File: src/rtl/reg_ring_master_pkg.sv
// reg_ring_master_pkg: shared widths, unacked-data marker and FSM encoding for the ring master
package reg_ring_master_pkg;
  localparam int UDP_REG_ADDR_WIDTH = 23;
  localparam int CPCI_NF2_DATA_WIDTH = 32;
  localparam logic [31:0] UNACK_DATA = 32'hDEAD_BEEF;
  typedef enum logic [1:0] {
    IDLE  = 2'd0,
    ISSUE = 2'd1,
    WAIT  = 2'd2,
    RESP  = 2'd3
  } state_t;
endpackage

File: src/rtl/reg_ring_master.sv
// reg_ring_master: issues one host command onto the register ring and reports its return or timeout
module reg_ring_master
  import reg_ring_master_pkg::*;
#(
  parameter int UDP_REG_SRC_WIDTH = 2,
  parameter int SRC_ID = 0,
  parameter int TIMEOUT_CYCLES = 256
) (
  input  logic                           clk,
  input  logic                           reset,
  input  logic                           cmd_valid,
  output logic                           cmd_ready,
  input  logic                           cmd_rd_wr_L,
  input  logic [UDP_REG_ADDR_WIDTH-1:0]  cmd_addr,
  input  logic [CPCI_NF2_DATA_WIDTH-1:0] cmd_wr_data,
  output logic                           rsp_valid,
  input  logic                           rsp_ready,
  output logic [CPCI_NF2_DATA_WIDTH-1:0] rsp_data,
  output logic                           rsp_ack,
  output logic                           rsp_timeout,
  output logic [7:0]                     stray_cnt,
  output logic                           reg_req_out,
  output logic                           reg_ack_out,
  output logic                           reg_rd_wr_L_out,
  output logic [UDP_REG_ADDR_WIDTH-1:0]  reg_addr_out,
  output logic [CPCI_NF2_DATA_WIDTH-1:0] reg_data_out,
  output logic [UDP_REG_SRC_WIDTH-1:0]   reg_src_out,
  input  logic                           reg_req_in,
  input  logic                           reg_ack_in,
  input  logic                           reg_rd_wr_L_in,
  input  logic [UDP_REG_ADDR_WIDTH-1:0]  reg_addr_in,
  input  logic [CPCI_NF2_DATA_WIDTH-1:0] reg_data_in,
  input  logic [UDP_REG_SRC_WIDTH-1:0]   reg_src_in
);
  localparam logic [UDP_REG_SRC_WIDTH-1:0] SRC = UDP_REG_SRC_WIDTH'(SRC_ID);
  localparam logic [15:0] LAST = 16'(TIMEOUT_CYCLES - 1);
  state_t                           state;
  logic                             rd_q;
  logic [UDP_REG_ADDR_WIDTH-1:0]    addr_q;
  logic [CPCI_NF2_DATA_WIDTH-1:0]   data_q;
  logic [15:0]                      cnt;
  logic                             match;
  logic                             stray;
  logic                             unused_rd_wr_in;
  assign reg_ack_out = 1'b0;
  assign unused_rd_wr_in = reg_rd_wr_L_in;
  assign match = reg_req_in && reg_src_in == SRC && reg_addr_in == addr_q;
  // anything coming back that is not our own return while waiting is discarded
  assign stray = reg_req_in && !(state == WAIT && match);
  always_ff @(posedge clk or posedge reset) begin
    if (reset) begin
      state           <= IDLE;
      cmd_ready       <= 1'b1;
      rd_q            <= 1'b0;
      addr_q          <= '0;
      data_q          <= '0;
      cnt             <= '0;
      rsp_valid       <= 1'b0;
      rsp_data        <= '0;
      rsp_ack         <= 1'b0;
      rsp_timeout     <= 1'b0;
      stray_cnt       <= '0;
      reg_req_out     <= 1'b0;
      reg_rd_wr_L_out <= 1'b0;
      reg_addr_out    <= '0;
      reg_data_out    <= '0;
      reg_src_out     <= '0;
    end else begin
      if (stray && stray_cnt != 8'hff) stray_cnt <= stray_cnt + 8'd1;
      reg_req_out     <= 1'b0;
      reg_rd_wr_L_out <= 1'b0;
      reg_addr_out    <= '0;
      reg_data_out    <= '0;
      reg_src_out     <= '0;
      case (state)
        IDLE: if (cmd_valid && cmd_ready) begin
          rd_q            <= cmd_rd_wr_L;
          addr_q          <= cmd_addr;
          data_q          <= cmd_wr_data;
          cmd_ready       <= 1'b0;
          reg_req_out     <= 1'b1;
          reg_rd_wr_L_out <= cmd_rd_wr_L;
          reg_addr_out    <= cmd_addr;
          reg_data_out    <= cmd_wr_data;
          reg_src_out     <= SRC;
          state           <= ISSUE;
        end
        ISSUE: begin
          cnt   <= '0;
          state <= WAIT;
        end
        WAIT: if (match) begin
          rsp_valid   <= 1'b1;
          rsp_ack     <= reg_ack_in;
          rsp_timeout <= 1'b0;
          rsp_data    <= !reg_ack_in ? UNACK_DATA : rd_q ? reg_data_in : data_q;
          state       <= RESP;
        end else if (cnt == LAST) begin
          rsp_valid   <= 1'b1;
          rsp_ack     <= 1'b0;
          rsp_timeout <= 1'b1;
          rsp_data    <= UNACK_DATA;
          state       <= RESP;
        end else begin
          cnt <= cnt + 16'd1;
        end
        RESP: if (rsp_ready) begin
          rsp_valid <= 1'b0;
          cmd_ready <= 1'b1;
          state     <= IDLE;
        end
        default: state <= IDLE;
      endcase
    end
  end
endmodule

File: config.mk
export PLATFORM = sky130hd
export DESIGN_NAME = reg_ring_master
export DESIGN_NICKNAME = d
export VERILOG_FILES = /design/src/rtl/reg_ring_master_pkg.sv /design/src/rtl/reg_ring_master.sv
export SDC_FILE = /design/constraint.sdc
export NUM_CORES = 1
export LEC_CHECK = 0
export CAP_MARGIN = 0
export CORE_MARGIN = 1.5
export CORE_UTILIZATION = 43
export DETAILED_ROUTE_END_ITERATION = 10
export PLACE_DENSITY = 0.81
export REMOVE_ABC_BUFFERS = 1
export SYNTH_ARGS = -nofsm -noshare
export SYNTH_HDL_FRONTEND = slang
export SYNTH_SLANG_ARGS = --single-unit
File: constraint.sdc
create_clock -name clk -period 5.9 [get_ports clk]
set_input_delay 1.18 -clock clk [delete_from_list [all_inputs] [get_ports clk]]
set_output_delay 1.18 -clock clk [all_outputs]
set_load 0.1 [all_outputs]
==> run summary <==
M3 GR Usage: 7.21%
Core Rows: 47
Layout cells sized above 1: 13.2%
# IOs: 224
Syn Inst Count: 604
First-pass GRT wire length: 28200 microns
Post-route cell area: 0.0104 sq mm
GRT Total Usage: 20.1%
Top-area cell type share of the netlist area: 58.6%
Worst VDD drop: 0.000270 V
Slew Viols, Final: 0
Slowest stage cell on the critical path: and3_1
Final Hold Vio Count: 0
CP most frequent cell: and3_1
Chip height: 135 microns
Seq cells post-synth: 175
LEAKAGE: 0.00458 uW
Clk_lat worst skew: 420 ps
Top delay family on crit path: simple AND/OR/NAND/NOR gates
CP Cell Sequence: clkdlybuf4s50_1 -> xnor2_1 -> nand4_1 -> nor2_1 -> and3_1 -> and3_1 -> a21oi_1
Reg clk slew, reported paths: 70 ps
TritonCTS clock tree: done
Startpoint Class: primary input
Top cells by area, synth: dfrtp_1 59%, mux2_2 8.8%, and2_1 4.8%
Distinct cell type count after synthesis: 55
PD cells: 265 mW/mm^2
Clock Sinks: 175
DR vias: 5341
CP required: 6140 ps
Worst path bufs/invs: 1
Vias per inst: 5.10
Antenna Nets Post-Route: 0
Synth warn: 0
DRT Pass-1 Iters: 4
Multi-input logic area: 0.00289 sq mm
Final min period: 3550 ps
Post-CTS Setup Inserts: 0
Pin count of the biggest net entering global routing: 99
Sequential share of the synthesized area: 58.9%
Fill count: 1307
CP Capture Type: flop
Finish-stage setup viols: 0
Initial Utilization: 44.4%
Slew of the pin with the lowest slew margin: 1110 ps
Met1 usage: 24.0%
Crit path max fanout: 25
Drt wl/cell: 16.9 microns
Most area-hungry cell type in the Yosys netlist: dfrtp_1
Worst Clk Skew: 13.2 ps
Dpl ws: 1890 ps
Root buffer cell: clkbuf_16
PnR worst setup slack: 2350 ps
Hold WC Path Type: flop to flop
Post-synth ARST share: 100%
Maximum clock frequency: 0.282 GHz
Die Wd: 135 microns
Cts bufs inserted: 17
Register area: 0.00438 sq mm
Status: completed
Global route overflow: 0
Relative slew margins: 25.9%
Top FF cell, synth: dfrtp_1
Met2 GRT Util: 33.4%
Gp weighted congestion: 0.805
Arr. time, crit path: 3800 ps
CTS hold repair buffers: 0
Number of global-route vias before repair: 5422
I/O Buffers: 219
Nets: 941
Max incr delay on CP: 920 ps
DRC viols: 0
Most Used Layer, Global Route: met2
Clk buf depth: 2
Crit Path Category: primary input to flop
Final Cycle Share: 60.2%
Fin util: 61.9%
Mapped cell area: 0.00744 sq mm
Number of H-tree levels: 4
Final wirelength: 17700 microns
Die ar.: 0.0181 sq mm
Synthesized area per cell: 12.3 sq um
Core Area: 0.0168 sq mm
Synthesis-to-layout area growth: 39.5%
Area post-placement: 0.00980 sq mm
Dpl hpwl: 12300 microns
Antenna diode count: 0
Post-synth EDFFs: 0
RSZ-0062 raised after global routing: no
Initial antenna violation count: 0
Iteration-0 DRC count of the detailed router: 272
Max Cap Viol: 0
Post-cts sizing count: 0
[flip-flops by register name, indices dropped and copies added (netlist names), 2 cells and up]
signal,flops
cnt,16
state,2
reg_data_out,32
reg_addr_out,23
addr_q,23
stray_cnt,8
rsp_data,32
data_q,32
[final cells by class]
cell class | count | area share, %
flip-flops and latches | 175 | 42.3
multi-input cells | 391 | 27.8
repair buffers | 224 | 21.5
clock buffers | 18 | 4.14
well taps | 220 | 2.65
clock inverters | 13 | 1.34
inverters | 6 | 0.265
[worst paths after layout]
| check | endpoint | from | slack (ps) | depth (start not counted) |
|---|---|---|---|---|
| worst min register to register | rsp_ack$_DFFE_PP0P_ | rsp_ack$_DFFE_PP0P_ | 480 | 1 |
| worst max-delay path | rsp_data[10]$_DFFE_PP0P_ | reg_addr_in[15] | 2350 | 7 |
| worst max register to register | rsp_data[10]$_DFFE_PP0P_ | addr_q[15]$_DFFE_PP0P_ | 3150 | 6 |
| min in group asynchronous | reg_req_out$_DFF_PP0_ | reset | 1330 | 2 |
| worst min-delay path | rsp_ack$_DFFE_PP0P_ | rsp_ack$_DFFE_PP0P_ | 480 | 1 |
| max in group asynchronous | rsp_data[12]$_DFFE_PP0P_ | reset | 3480 | 3 |
[per-layer routing]
metal / routed length [microns] / part of all wire, %
met5: 0 / 0
met4: 404 / 2.3
met3: 1180 / 6.7
met2: 9020 / 51
met1: 7140 / 40
[cell usage in the layout, fill, tap and decap left out, types with 3 or more instances in the layout]
cell type and n:
nand3_1 6, buf_4 5, xnor2_1 23, nor4_1 6
clkdlybuf4s50_1 219, o211ai_1 4, and3_1 6, nor3_1 3
a21oi_1 56, dfrtp_1 173, a31oi_1 3, nand4_1 18
nor2_1 19, clkbuf_16 17, mux2i_1 34, conb_1 3
clkinv_2 4, a31o_2 3, o31ai_1 3, and2_1 57
ha_1 5, inv_6 4, xor2_1 7, inv_1 4
a21o_1 11, nand2_1 30, mux2_2 58, o21ai_0 4
nand4b_1 3
[report_power, final]
group          switching (uW)  internal (uW)  total [uW]  leakage (uW)
clock network             467            623        1090      0.000277
logic                     258            143         401       0.00196
registers                29.8           1220        1250       0.00234
[worst register-to-register path, stage by stage, from the launching register on]
cell	delay, ps
dfrtp_1	390
xnor2_1	170
nand4_1	180
nor2_1	390
and3_1	330
and3_1	920
a21oi_1	190
[kinds of logic after synthesis]
family	Yosys count	synth area share, %
AOI/OAI and AO/OA	96	7.84
xor gates and xnor gates	30	3.53
adders and majority gates	6	1.01
buffers and inverters	40	2.56
DFF	175	58.9
muxes	93	13.6
other	1	0.0504
and+or+nand+nor	163	12.5
[cell usage after synthesis, drive strengths merged (3+ instances only)]
cell type and count:
xor2 7, and3 7, a21o 11, buf 12, inv 5, mux2 59
o211ai 4, clkbuf 22, o21ai 5, or4 3, ha 6, nand4b 3
nor2 20, a31o 3, o31ai 3, nand2 31, nor3 4, nor4 7
nand4 18, and2 57, mux2i 34, a31oi 3, xnor2 23, a21oi 56
nand3 6, dfrtp 174
[metrics by stage]
step	instances	power, uW	hold WS (ps)	TNS, ps
floorplan	572	1520	445	-4100
global placement	1016	1680	459	0
detailed placement	1016	1680	469	0
CTS	1047	2780	481	0
global route	1047	2850	497	0
finish	1047	2740	478	0
Power figures use the tool's default switching activity.
